==> src/rtl/hp300_ioctl_pkg.sv <==
// Shared types and constants for the hp300 ioctl upload/download paths.
package hp300_ioctl_pkg;

  // Upload responder state
  typedef enum logic [1:0] {
    ST_IDLE  = 2'd0,
    ST_FETCH = 2'd1,
    ST_PREF  = 2'd2
  } ioctl_state_e;

  localparam int          IOCTL_DW          = 16;
  localparam logic [15:0] IDX_ROM_DOWNLOAD  = 16'h0001;
  localparam logic [15:0] IDX_NVRAM_UPLOAD  = 16'h0002;
  localparam logic [15:0] FILL_DEFAULT      = 16'hFFFF;

endpackage

==> src/rtl/hp300_ioctl_prefetch.sv <==
// Single-entry prefetch buffer: one tagged word with a valid bit and hit compare.
module hp300_ioctl_prefetch
  import hp300_ioctl_pkg::*;
#(
  parameter int TAG_W = 26
) (
  input  logic                clk_i,
  input  logic                reset_n_i,
  input  logic                inv_i,
  input  logic                wr_i,
  input  logic [TAG_W-1:0]    wr_tag_i,
  input  logic [IOCTL_DW-1:0] wr_data_i,
  input  logic [TAG_W-1:0]    lk_tag_i,
  output logic                hit_o,
  output logic [IOCTL_DW-1:0] data_o
);

  logic                valid;
  logic [TAG_W-1:0]    tag;
  logic [IOCTL_DW-1:0] data;

  // Valid bit: invalidation wins over a simultaneous fill
  always_ff @(posedge clk_i or negedge reset_n_i) begin
    if (!reset_n_i)  valid <= 1'b0;
    else if (inv_i)  valid <= 1'b0;
    else if (wr_i)   valid <= 1'b1;
  end

  // Tag and data are only meaningful while valid, so they carry no reset
  always_ff @(posedge clk_i) begin
    if (wr_i) begin
      tag  <= wr_tag_i;
      data <= wr_data_i;
    end
  end

  assign hit_o  = valid && (tag == lk_tag_i);
  assign data_o = data;

endmodule

==> src/rtl/hp300_ioctl_upload.sv <==
// HPS upload responder: serves ioctl reads from a memory read port with a
// one-word sequential prefetch so linear uploads rarely stall.
module hp300_ioctl_upload
  import hp300_ioctl_pkg::*;
#(
  parameter int                MEM_AW      = 22,
  parameter logic [MEM_AW-1:0] BASE_WORD   = '0,
  parameter logic [22:0]       IMAGE_WORDS = 23'h200000,
  parameter logic [15:0]       INDEX       = IDX_NVRAM_UPLOAD,
  parameter logic [15:0]       FILL        = FILL_DEFAULT
) (
  input  logic              clk_i,
  input  logic              reset_n_i,
  input  logic              ioctl_upload_i,
  input  logic [15:0]       ioctl_index_i,
  input  logic              ioctl_read_i,
  input  logic [26:0]       ioctl_addr_i,
  output logic [15:0]       ioctl_data_o,
  output logic              ioctl_wait_o,
  output logic              mem_req_o,
  output logic [MEM_AW-1:0] mem_addr_o,
  input  logic              mem_ack_i,
  input  logic [15:0]       mem_data_i
);

  function automatic logic [MEM_AW-1:0] mem_word(input logic [25:0] ww);
    return BASE_WORD + MEM_AW'(ww);
  endfunction

  function automatic logic in_img(input logic [26:0] x);
    return x < 27'(IMAGE_WORDS);
  endfunction

  ioctl_state_e state;
  logic         busy, pend, upl_d, discard;
  logic [25:0]  pend_w, cur_w, pref_w;

  logic         rd_srv, upl_fall, discard_now;
  logic         res_go, res_in, res_nx_in, cur_nx_in;
  logic [25:0]  req_w, res_w;
  logic [26:0]  res_nx, cur_nx;
  logic         pf_hit, pf_inv, pf_wr;
  logic [15:0]  pf_data;
  logic         addr_lsb_unused;

  assign addr_lsb_unused = ioctl_addr_i[0];

  assign rd_srv      = ioctl_read_i && ioctl_upload_i && (ioctl_index_i == INDEX);
  assign req_w       = ioctl_addr_i[26:1];
  assign upl_fall    = upl_d && !ioctl_upload_i;
  assign discard_now = discard || upl_fall;

  // A read latched during a prefetch is resolved ahead of any new strobe
  assign res_w     = pend ? pend_w : req_w;
  assign res_go    = (state == ST_IDLE) && (pend || rd_srv);
  assign res_in    = in_img({1'b0, res_w});
  assign res_nx    = {1'b0, res_w} + 27'd1;
  assign res_nx_in = in_img(res_nx);
  assign cur_nx    = {1'b0, cur_w} + 27'd1;
  assign cur_nx_in = in_img(cur_nx);

  assign pf_inv = upl_fall || (res_go && res_in && !pf_hit);
  assign pf_wr  = (state == ST_PREF) && mem_ack_i && !discard_now;

  hp300_ioctl_prefetch #(.TAG_W(26)) u_prefetch (
    .clk_i     (clk_i),
    .reset_n_i (reset_n_i),
    .inv_i     (pf_inv),
    .wr_i      (pf_wr),
    .wr_tag_i  (pref_w),
    .wr_data_i (mem_data_i),
    .lk_tag_i  (res_w),
    .hit_o     (pf_hit),
    .data_o    (pf_data)
  );

  assign ioctl_wait_o = reset_n_i && (busy || rd_srv);

  // Request FSM: demand fetch, prefetch, and registered ioctl/memory outputs
  always_ff @(posedge clk_i or negedge reset_n_i) begin
    if (!reset_n_i) begin
      state        <= ST_IDLE;
      busy         <= 1'b0;
      pend         <= 1'b0;
      upl_d        <= 1'b0;
      discard      <= 1'b0;
      pend_w       <= '0;
      cur_w        <= '0;
      pref_w       <= '0;
      ioctl_data_o <= '0;
      mem_req_o    <= 1'b0;
      mem_addr_o   <= '0;
    end else begin
      upl_d <= ioctl_upload_i;
      if (upl_fall && (state != ST_IDLE)) discard <= 1'b1;
      case (state)
        ST_IDLE: begin
          if (res_go) begin
            pend <= 1'b0;
            if (!res_in) begin
              ioctl_data_o <= FILL;
              busy         <= 1'b0;
            end else if (pf_hit) begin
              ioctl_data_o <= pf_data;
              busy         <= 1'b0;
              if (res_nx_in) begin
                state      <= ST_PREF;
                mem_req_o  <= 1'b1;
                mem_addr_o <= mem_word(res_nx[25:0]);
                pref_w     <= res_nx[25:0];
              end
            end else begin
              state      <= ST_FETCH;
              busy       <= 1'b1;
              mem_req_o  <= 1'b1;
              mem_addr_o <= mem_word(res_w);
              cur_w      <= res_w;
            end
          end
        end
        ST_FETCH: begin
          if (mem_ack_i) begin
            busy    <= 1'b0;
            discard <= 1'b0;
            if (!discard_now) ioctl_data_o <= mem_data_i;
            if (!discard_now && cur_nx_in) begin
              state      <= ST_PREF;
              mem_addr_o <= mem_word(cur_nx[25:0]);
              pref_w     <= cur_nx[25:0];
            end else begin
              state     <= ST_IDLE;
              mem_req_o <= 1'b0;
            end
          end else if (upl_fall) begin
            busy <= 1'b0;
          end
        end
        ST_PREF: begin
          if (rd_srv && !pend) begin
            pend   <= 1'b1;
            pend_w <= req_w;
            busy   <= 1'b1;
          end
          if (mem_ack_i) begin
            state     <= ST_IDLE;
            mem_req_o <= 1'b0;
            discard   <= 1'b0;
          end
        end
        default: state <= ST_IDLE;
      endcase
    end
  end

endmodule

==> config.mk <==
export PLATFORM = sky130hd
export DESIGN_NAME = hp300_ioctl_upload
export DESIGN_NICKNAME = d
export VERILOG_FILES = /design/src/rtl/hp300_ioctl_pkg.sv /design/src/rtl/hp300_ioctl_prefetch.sv /design/src/rtl/hp300_ioctl_upload.sv
export SDC_FILE = /design/constraint.sdc
export NUM_CORES = 1
export LEC_CHECK = 0
export ABC_AREA = 1
export BUFFER_PORTS_ARGS = -buffer_cell sky130_fd_sc_hd__buf_2
export CAP_MARGIN = 20
export CORE_MARGIN = 2
export CORE_UTILIZATION = 59
export DETAILED_ROUTE_END_ITERATION = 8
export PLACE_DENSITY = 0.8
export SLEW_MARGIN = 40
export SYNTH_ARGS = -nofsm -noshare
export SYNTH_HDL_FRONTEND = slang
export SYNTH_SLANG_ARGS = --single-unit
==> constraint.sdc <==
create_clock -name clk_i -period 6.2 [get_ports clk_i]
set_input_delay 1.24 -clock clk_i [delete_from_list [all_inputs] [get_ports clk_i]]
set_output_delay 1.24 -clock clk_i [all_outputs]
set_load 0.02 [all_outputs]
==> metrics.md, run 1 <==
| Metric | Value |
|---|---|
| Status | `complete, no violations` |
| WHS | `447 ps` |
| Starting Density | `between 60% and 70%` |
| Final ANT Viol Nets | `0` |
| Slew @ Worst Pin | `696 ps` |
| CP max stage cell | `inv_2` |
| Layout cells sized above 1 | `14.5%` |
| Clock Latency Late Sink | `between 400 and 500 ps` |
| Layout overhead on the synthesized area | `12.1%` |
| Max Fclk | `around 0.27 GHz` |
| Fill cells | `1414` |
| Nets | `1443` |
| H-Tree Depth | `4` |
| Most frequent cell on the critical path | `nand2_1` |
| RSZ-0062 raised after global routing | `no` |
| Post-synthesis cell type count | `43` |
| Setup violators final | `0` |
| Die H | `between 100 and 150 um` |
| Rows | `46` |
| Switching pwr | `0.00144 W` |
| Most common cell in the netlist | `nand2_1` |
| Hold Crit Class | `reg2reg` |
| Internal reg-to-reg setup slack | `2490 ps` |
| Hold-fix buffers, CTS | `0` |
| First-pass GRT wire length | `40000 um` |
| Post-DR vias/cell | `5.44` |
| YS warnings | `0` |
| Hold Path Stages | `0` |
| Period utilization | `59.8%` |
| Pwr dens | `about 340 mW/mm^2` |
| GP Congestion | `0.907` |
| Reg2reg end | `pref_w[5]` |
| Reg2reg path depth | `14` |
| IO buf count | `102` |
| Total wire length | `24300 um` |
| CP delay by family, top | `simple AND/OR/NAND/NOR gates` |
| Pin count of the biggest net entering global routing | `61` |
| Syn nets | `about 1400` |
| Post-CTS Repair Setup Buffers | `0` |
| Seq/Total Area, Yosys | `45.6%` |
| CTS root buf | `clkbuf_16` |
| Core outline area | `0.0159 sq mm` |
| CP startpoint kind | `flop` |
| TritonCTS clock tree | `built` |
| Synth area leaders | `dfrtp_1 32%, nand2_1 19%, edfxtp_1 13%` |
| Iteration count of the initial detailed-routing pass | `5` |
| Switching part of the total | `39.2%` |
| I/O pin count | `about 100` |
| Detailed Place HPWL | `between 15000 and 20000 um` |
| Yosys top cell by area | `dfrtp_1` |
| Hold path endpoint | `u_prefetch.tag[20]` |
| WP buf/inv | `2` |
| Detailed Route Iter0 Violations | `781` |
| Grt ovf | `0` |
| Pleak | `5.18 nW` |
| Commonest cells in the netlist | `481 x nand2_1, 124 x dfrtp_1, 120 x nor2_1, 98 x nand3_1, 95 x inv_1` |
| Synthesized flop and latch total | `roughly 170` |
| Final hold violations | `0` |
| Int Pwr | `0.00224 W` |
| Post-Syn Area | `0.00957 sq mm` |
| Worst-path clk slew | `70 ps` |
| Hold Startpoint | `pref_w[20]` |
| CP Max Fanout | `between 40 and 50` |
| Avg WL per Cell | `15.2 um` |
| Period minus WS final | `3710 ps` |
| Synthesized area per cell | `7.40 sq um` |
| Max-slew violation count | `0` |
| Clk network pwr share | `28.6%` |
| Die area | `0.0173 sq mm` |
| Crit path cell chain | `inv_2 -> nand2_1 -> nand2_1 -> inv_2 -> nand2_1 -> nand3_1 -> nor2_1 -> nand3_1 -> nor2_4 -> nand2_4 -> nand2_2 -> nand3_4 -> nand2_1 -> nand2_1` |
| Drt drc | `0` |
| Setup CP Type | `reg2reg` |
| Post-synth EDFFs | `42` |
| Req. time, crit path | `6520 ps` |
| Max-cap viol count | `0` |
| Critical R2R Launch | `pend` |
| Max incr delay on CP | `between 400 and 500 ps` |
| CP arrival | `4030 ps` |
| Die X | `roughly 130 um` |
| Primary FF master, synth | `dfrtp_1` |
| Vias in the first global route | `~8000` |
| Layout Skew | `13.8 ps` |
| CTS Buf Count | `17` |
| Setup TNS | `0 ps` |
| Max_slew headroom | `53.5%` |
| Synth Instances | `1294` |
| Sequential power share | `39.3%` |
| Number of diodes | `0` |
| Endpoint class of the critical path | `flop` |
| Synth top area share | `32.4%` |
| Initial antenna violation count | `0` |
| Peak VDD IR | `around 0.00028 V` |
| Comb pwr share | `32.1%` |
| Sink Count | `166` |
| Asr flop ratio synth | `between 70% and 80%` |
| Vias | `8715` |
| Post-cts resize count | `0` |
| Maximum root-to-sink buffer count | `2` |
| Total Routing Usage GR | `about 29%` |
==> state kept, by name, summed over array words and instances (netlist names), 2 cells and up <==
register	flops
cur_w	26
pend_w	26
pref_w	26
u_prefetch.tag	26
mem_addr_o	22
ioctl_data_o	16
u_prefetch.data_o	16
state	2
==> routing by layer <==
metal	share of wire (%)	vias to the layer above	track usage [%]
met5	0	-	0
met4	3.2	0	12.2
met3	4.9	55	5.36
met2	47	268	47.6
met1	44	4064	38.4
li1	-	4328	-
==> how the worst max path moves through the flow <==
stage | startpoint | depth (start not counted) | end
after detailed placement | ioctl_addr_i[8] | 14 | pref_w[3]
after global placement | ioctl_addr_i[22] | 12 | cur_w[22]
after floorplan | ioctl_upload_i | 4 | u_prefetch.data_o[0]
after global routing | pend | 14 | pref_w[3]
after CTS | pend | 14 | pref_w[5]
final | pend | 14 | pref_w[5]
==> logic make-up (layout without fill, tap and decap cells) <==
| kind of cell | count (synthesis) | in the layout | synth area share (%) |
|---|---|---|---|
| adders and majority gates | 6 | 6 | 0.784 |
| DFF | 166 | 166 | 45.6 |
| buffers and inverters | 161 | 253 | 7.49 |
| and+or+nand+nor | 778 | 778 | 34.4 |
| muxes | 9 | 9 | 1.06 |
| xor gates and xnor gates | 25 | 25 | 2.29 |
| AOI/OAI and AO/OA | 149 | 149 | 8.34 |
==> through the flow <==
stage | total power (W) | instances | utilization (%) | setup WS (ps) | area, sq um
floorplan | 0.00232 | 1294 | - | 1360 | 9570
detailed placement | 0.00264 | 1570 | 63.9 | 2170 | 10100
CTS | 0.00369 | 1602 | 67.5 | 2570 | 10700
global placement | 0.00260 | 1569 | 63.7 | 2060 | 10100
global route | 0.00391 | 1602 | 67.5 | 2110 | 10700
finish | 0.00368 | 1602 | 67.5 | 2490 | 10700
==> power groups by stage <==
stage | Clock, W | Combinational (W) | Sequential (W)
finish | 0.00105 | 0.00118 | 0.00145
detailed placement | 0 | 0.00118 | 0.00147
global placement | 0 | 0.00114 | 0.00146
global route | 0.00111 | 0.00132 | 0.00147
CTS | 0.00106 | 0.00118 | 0.00145
floorplan | 0 | 0.000729 | 0.00159
==> layout by cell type (no fill, tap or decap), types with 3 or more instances in the layout <==
cell type / instances
nand3_1: 98
nor2_1: 120
buf_2: 101
nand2_4: 3
a21oi_1: 13
o21ai_0: 94
o21ai_2: 4
nor2_2: 8
inv_8: 6
nand2_1: 481
nand4_1: 33
clkinv_1: 3
inv_6: 4
edfxtp_1: 42
nor3_1: 8
nand3b_1: 3
buf_4: 8
xnor2_1: 4
dfrtp_1: 124
mux2_2: 9
o21ai_1: 27
ha_1: 6
inv_2: 12
nor2_4: 3
xor2_1: 21
inv_1: 95
nand2_2: 9
nand3_2: 3
clkbuf_16: 17
==> layout make-up <==
| type | instances | area (sq um) | share of cell area, % |
|---|---|---|---|
| multi-input combinational | 967 | 4500 | 42.0 |
| clock inverter | 15 | 155 | 1.45 |
| clock buffer | 17 | 425 | 3.97 |
| tap | 216 | 270 | 2.52 |
| timing repair buffer | 111 | 597 | 5.56 |
| inverter | 110 | 413 | 3.85 |
| sequential | 166 | 4360 | 40.7 |
No activity file was read; power rests on OpenSTA's default activity.
==> inputs of run 2 (changes only) <==
--- a/config.mk
+++ b/config.mk
@@ -9,9 +9,9 @@
 export BUFFER_PORTS_ARGS = -buffer_cell sky130_fd_sc_hd__buf_2
 export CAP_MARGIN = 20
 export CORE_MARGIN = 2
-export CORE_UTILIZATION = 59
+export CORE_UTILIZATION = 54
 export DETAILED_ROUTE_END_ITERATION = 8
-export PLACE_DENSITY = 0.8
+export PLACE_DENSITY = 0.77
 export SLEW_MARGIN = 40
 export SYNTH_ARGS = -nofsm -noshare
 export SYNTH_HDL_FRONTEND = slang
==> constraint.sdc (replaced) <==
create_clock -name clk_i -period 3.16 [get_ports clk_i]
set_input_delay 0.632 -clock clk_i [delete_from_list [all_inputs] [get_ports clk_i]]
set_output_delay 0.632 -clock clk_i [all_outputs]
set_load 0.02 [all_outputs]
==> run 2 against run 1 <==
  * Clock power up 110%
  * Sequential power increased by 96%
  * Non-clock buffer count grew 18
  * First-iteration DRC count fell by 1.2%
  * Count of clock-buffer cells in the layout stayed put
  * Flip-flop and latch count stayed put
  * Setup slack lost 2300 ps
  * Clock skew shrank 0.68 ps
  * Global-route usage shrank 1.6 points
  * Via count down 0.11%
  * Combinational power grew 100%
==> metrics.md, run 2 (same netlist as run 1, synthesis figures left out) <==
| Metric | Value |
|---|---|
| Starting Density | `55.3% (-4.9 points)` |
| Total wire length | `25100 um (+3.4%)` |
| Setup violators final | `0 (unchanged)` |
| IO buf count | `102 (unchanged)` |
| Placed cell areas | `0.0103 sq mm (+1.8%)` |
| Detailed Place HPWL | `17900 um (+1.2%)` |
| Placed Instances | `1597 (+1.7%)` |
| Pleak | `5.34 nW (+3.1%)` |
| Sink Count | `166 (unchanged)` |
| I/O pin count | `104 (unchanged)` |
| Vias in the first global route | `7977 (-1.1%)` |
| CP Max Fanout | `39 (-4.9%)` |
| Initial antenna violation count | `0 (unchanged)` |
| Die H | `137 um (+4.4%)` |
| RSZ-0062 raised after global routing | `no` |
| Max_slew headroom | `53.5% (about the same)` |
| Layout overhead on the synthesized area | `14.8%` |
| Peak VDD IR | `0.000506 V (+79%)` |
| Final hold violations | `0 (unchanged)` |
| Nets | `1462 (+1.3%)` |
| Setup CP Type | `reg2reg` |
| First-pass GRT wire length | `39900 um (-0.34%)` |
| Period utilization | `93.0% (+33 points)` |
| Rows | `48 (+4.3%)` |
| GP Congestion | `0.919 (+1.3%)` |
| Maximum root-to-sink buffer count | `2 (unchanged)` |
| Most common cell after layout, fill and taps aside | `nand2_1` |
| WHS | `294 ps (-153 ps)` |
| Detailed Route Iter0 Violations | `772 (-1.2%)` |
| Die X | `137 um (+4.4%)` |
| Design area | `0.0110 sq mm (+2.4%)` |
| Drt drc | `0 (unchanged)` |
| Req. time, crit path | `3540 ps (-2980 ps)` |
| TritonCTS clock tree | `built` |
| Max Fclk | `0.340 GHz (+26%)` |
| Status | `complete, no violations` |
| Max-cap viol count | `0 (unchanged)` |
| Met2 wire len | `12300 um (+6.5%)` |
| Final ANT Viol Nets | `0 (unchanged)` |
| Metal1 wirelength | `10900 um (+0.57%)` |
| Fin cells | `1630 (+1.7%)` |
| Tot Pwr | `0.00745 W (+100%)` |
| Pwr dens | `678 mW/mm^2 (+97%)` |
| Hold Crit Class | `in2async` |
| Layout cells sized above 1 | `15.8% (+1.3 points)` |
| Period minus WS final | `2940 ps (-769 ps)` |
| CTS root buf | `clkbuf_16` |
| Post-DR vias/cell | `5.34 (-1.8%)` |
| Total Routing Usage GR | `27.5% (-1.6 points)` |
| Layout Skew | `13.2 ps (-0.682 ps)` |
| Die area | `0.0188 sq mm (+9.0%)` |
| Grt ovf | `0 (unchanged)` |
| Vias | `8705 (-0.11%)` |
| CP arrival | `3320 ps (-710 ps)` |
| Setup TNS | `0 ps (unchanged)` |
| Pin count of the biggest net entering global routing | `125 (+100%)` |
| Endpoint class of the critical path | `flop` |
| Number of diodes | `0 (unchanged)` |
| CTS Buf Count | `17 (unchanged)` |
| Max Used Layer | `met4` |
| Slew @ Worst Pin | `697 ps (+1.64 ps)` |
| Worst-path clk slew | `70 ps (about the same)` |
| Commonest cells after routing, fill and taps aside | `480 x nand2_1, 123 x dfrtp_1, 120 x nor2_1` |
| Core outline area | `0.0173 sq mm (+8.9%)` |
| Max-slew violation count | `0 (unchanged)` |
| Hold-fix buffers, CTS | `0 (unchanged)` |
| Clock Latency Late Sink | `450 ps (about the same)` |
| CP startpoint kind | `flop` |
| Met3 WL post-DR | `1340 um (+12%)` |
| Avg WL per Cell | `15.4 um (+1.6%)` |
| H-Tree Depth | `4 (unchanged)` |
| Iteration count of the initial detailed-routing pass | `5 (unchanged)` |
==> run 2: cell types whose count changed in the layout (fill, tap and decap cells not counted), sizes merged <==
cell      before  now
bufinv         0    1
clkinvlp       2    0
buf          111  129
inv          117  113
clkinv         6   11
nand3        102  103
==> run 2: cell type report <==
class                   instances  area [sq um]
multi-input cells             968          4530
flip-flops and latches        166          4370
well taps                     225           282
fillers                      1510          6310
clock buffers                  17           425
repair buffers                129           766
clock inverters                15           208
inverters                     110           413
==> run 2: critical path: stages, from the launching register on <==
cell and delay, ps:
dfrtp_2 470, inv_2 110, buf_12 200, nand2_1 70, nand2_1 230, inv_2 100
nand2_1 70, o21ai_1 60, nor2_1 140, nand3_1 140, nor2_4 210, nand2_4 240
nand2_2 220, buf_4 290, nand4_1 180, nand2_1 120
==> run 2: per-stage QoR <==
stage	utilization, %	worst slack, ps
after floorplan	-	233
after global placement	59.7	235
after detailed placement	59.7	161
after CTS	63.4	220
after global routing	63.5	39.0
final	63.5	221
==> run 2: path summary, 6_finish.rpt <==
check	cells past startpoint	end	slack, ps	start
max	15	pref_w[1]	220	pend
min	2	pend_w[0]	290	reset_n_i
max reg2reg	15	pref_w[1]	220	pend
min reg2reg	0	u_prefetch.tag[15]	450	pref_w[15]
max in group asynchronous	2	pend	2290	reset_n_i
min in group clk_i	1	upl_d	330	ioctl_upload_i
==> run 2: power breakdown <==
group	internal (W)	total (W)	switching [W]	leakage (nW)
registers	0.00264	0.00284	0.000199	2.03
clock network	0.00115	0.00220	0.00105	0.306
logic	0.000748	0.00241	0.00166	3.00
==> run 2: layer usage <==
layer | up-vias | global-route usage, %
met5 | - | 0
met4 | 0 | 10.3
met3 | 43 | 4.70
met2 | 296 | 45.7
met1 | 3999 | 36.2
li1 | 4367 | -
==> run 2: what timing repair did <==
item / CTS / global route
endpoints found under the hold margin: 0 / 0
resized for setup: 0 / 4
setup buffers: 0 / 0
setup endpoints to repair: 0 / 46
==> inputs of run 3 (changes only) <==
--- a/config.mk
+++ b/config.mk
@@ -8,9 +8,12 @@
 export ABC_AREA = 1
 export BUFFER_PORTS_ARGS = -buffer_cell sky130_fd_sc_hd__buf_2
 export CAP_MARGIN = 20
+export CORE_ASPECT_RATIO = 0.75
 export CORE_MARGIN = 2
 export CORE_UTILIZATION = 54
+export CTS_CLUSTER_SIZE = 10
 export DETAILED_ROUTE_END_ITERATION = 8
+export MAX_ROUTING_LAYER = met4
 export PLACE_DENSITY = 0.77
 export SLEW_MARGIN = 40
 export SYNTH_ARGS = -nofsm -noshare
==> run 3 against run 2 <==
  * Hold slack better by 37 ps
  * Setup slack got worse by 32 ps
  * Die area hardly changed
  * Clock power grew 2%
  * Wire length is 2.4% higher
  * Via count increased by 2.1%
  * First-iteration DRC count is 7.8% higher
  * Critical path type unchanged
  * Largest power group unchanged
==> metrics.md, run 3 (same netlist as run 1, synthesis figures left out) <==
| Metric | Value |
|---|---|
| Status | `complete, no violations` |
| Sink Count | `166 (unchanged)` |
| Most common cell after layout, fill and taps aside | `nand2_1` |
| CTS root buf | `clkbuf_16` |
| Vias | `8892 (+2.1%)` |
| Vias in the first global route | `8105 (+1.6%)` |
| Drt drc | `0 (unchanged)` |
| CP arrival | `3330 ps (about the same)` |
| Max Fclk | `0.337 GHz (-1.1%)` |
| Pwr dens | `686 mW/mm^2 (+1.1%)` |
| CTS Buf Count | `17 (unchanged)` |
| Total wire length | `25700 um (+2.4%)` |
| Clock Latency Late Sink | `440 ps (about the same)` |
| Detailed Place HPWL | `18500 um (+3.6%)` |
| Setup TNS | `0 ps (unchanged)` |
| Req. time, crit path | `3520 ps (-20 ps)` |
| CP Max Fanout | `33 (-15%)` |
| Crit path cell chain | `inv_2 -> buf_12 -> nand2_1 -> nand2_1 -> nand2_1 -> inv_2 -> nand2_1 -> nor2_1 -> nand3_1 -> nand2_1 -> nand2_1 -> nor2_1 -> nand3_2 -> nand2_4 -> buf_4 -> nand4_1 -> nand2_1` |
| Pin count of the biggest net entering global routing | `125 (unchanged)` |
| Core outline area | `0.0175 sq mm (+1.2%)` |
| Grt ovf | `0 (unchanged)` |
| TritonCTS clock tree | `built` |
| Die X | `158 um (+15%)` |
| WHS | `331 ps (+37.5 ps)` |
| Max-slew violation count | `0 (unchanged)` |
| Detailed Route Iter0 Violations | `832 (+7.8%)` |
| Maximum root-to-sink buffer count | `2 (unchanged)` |
| Layout Skew | `15.1 ps (+1.94 ps)` |
| GP Congestion | `0.931 (+1.4%)` |
| Pleak | `5.31 nW (-0.56%)` |
| Hold Crit Class | `in2reg` |
| H-Tree Depth | `4 (unchanged)` |
| Iteration count of the initial detailed-routing pass | `5 (unchanged)` |
| Post-DR vias/cell | `5.41 (+1.3%)` |
| Endpoint class of the critical path | `flop` |
| Max_slew headroom | `50.4% (-3.1 points)` |
| RSZ-0062 raised after global routing | `no` |
| Slew @ Worst Pin | `736 ps (+38.4 ps)` |
| IO buf count | `102 (unchanged)` |
| Die area | `0.0188 sq mm (about the same)` |
| GRT met3 Usage | `5.79% (+1.1 points)` |
| Setup CP Type | `reg2reg` |
| Max incr delay on CP | `420 ps (-50 ps)` |
| Number of diodes | `0 (unchanged)` |
| Rows | `42 (-13%)` |
| Final ANT Viol Nets | `0 (unchanged)` |
| GRT met1 Usage | `41.8% (+5.5 points)` |
| Post-cts resize count | `0 (unchanged)` |
| CP startpoint kind | `flop` |
| Setup violators final | `0 (unchanged)` |
| Final hold violations | `0 (unchanged)` |
| GRT Max-Usage Layer | `met1` |
| Post-CTS Repair Setup Buffers | `0 (unchanged)` |
| Starting Density | `54.7% (-0.64 points)` |
| Initial antenna violation count | `0 (unchanged)` |
| GR met2 Demand/Resource | `41.5% (-4.2 points)` |
| Layout overhead on the synthesized area | `14.8% (about the same)` |
| WP buf/inv | `4 (unchanged)` |
| Peak VDD IR | `0.000475 V (-6.3%)` |
| Avg WL per Cell | `15.7 um (+1.5%)` |
| CP delay by family, top | `simple AND/OR/NAND/NOR gates` |
| Commonest cells after routing, fill and taps aside | `480 x nand2_1, 124 x dfrtp_1, 119 x nor2_1` |
| CP max stage cell | `dfrtp_1` |
| Worst-path clk slew | `70 ps (about the same)` |
| Max-cap viol count | `0 (unchanged)` |
| First-pass GRT wire length | `41500 um (+4.1%)` |
| Die H | `119 um (-13%)` |
| Total Routing Usage GR | `28.9% (+1.4 points)` |
| Fill cells | `1535 (+1.7%)` |
| Period utilization | `94.0% (+1.0 points)` |
| Layout cells sized above 1 | `15.6% (-0.18 points)` |
| Period minus WS final | `2970 ps (+32.1 ps)` |
| Nets | `1459 (-0.21%)` |
| Hold-fix buffers, CTS | `0 (unchanged)` |
| Most frequent cell on the critical path | `nand2_1` |
| I/O pin count | `104 (unchanged)` |
-- run 3: area by class of cell --
type	count	area [sq um]	share of cell area, %
multi-input cells	968	4540	41.3
flip-flops and latches	166	4360	39.7
inverters	110	413	3.76
clock buffers	17	425	3.87
clock inverters	15	201	1.83
repair buffers	126	743	6.76
well taps	242	303	2.76
-- run 3: per-stage QoR --
stage	util [%]	setup slack [ps]	cells	total power, W	cell area, sq um
after floorplan	-	233	1294	0.00455	9580
after global placement	59.0	185	1611	0.00518	10300
after detailed placement	59.0	104	1611	0.00525	10300
after CTS	62.6	108	1643	0.00750	11000
after global routing	62.8	14.2	1644	0.00796	11000
final	62.8	189	1644	0.00754	11000
-- run 3: final timing paths --
kind	slack, ps	to	startpoint	cells past startpoint
setup / recovery	190	pref_w[10]	pend	17
hold / removal	330	upl_d	ioctl_upload_i	1
setup reg to reg	190	pref_w[10]	pend	17
hold reg to reg	450	u_prefetch.tag[15]	pref_w[15]	0
max in group asynchronous	2210	pref_w[3]	reset_n_i	2
min in group asynchronous	360	pend_w[8]	reset_n_i	2
-- run 3: where the power goes --
part	internal [W]	switching (W)	leakage (nW)	total [W]
combinational	0.000746	0.00169	2.97	0.00244
clock	0.00128	0.000969	0.306	0.00225
sequential	0.00264	0.000207	2.03	0.00285
-- run 3: layer usage --
| metal | wire length [um] | vias up |
|---|---|---|
| li1 | - | 4361 |
| met1 | 11800 | 4133 |
| met2 | 11200 | 356 |
| met3 | 2160 | 42 |
| met4 | 561 | 0 |
| met5 | 0 | - |
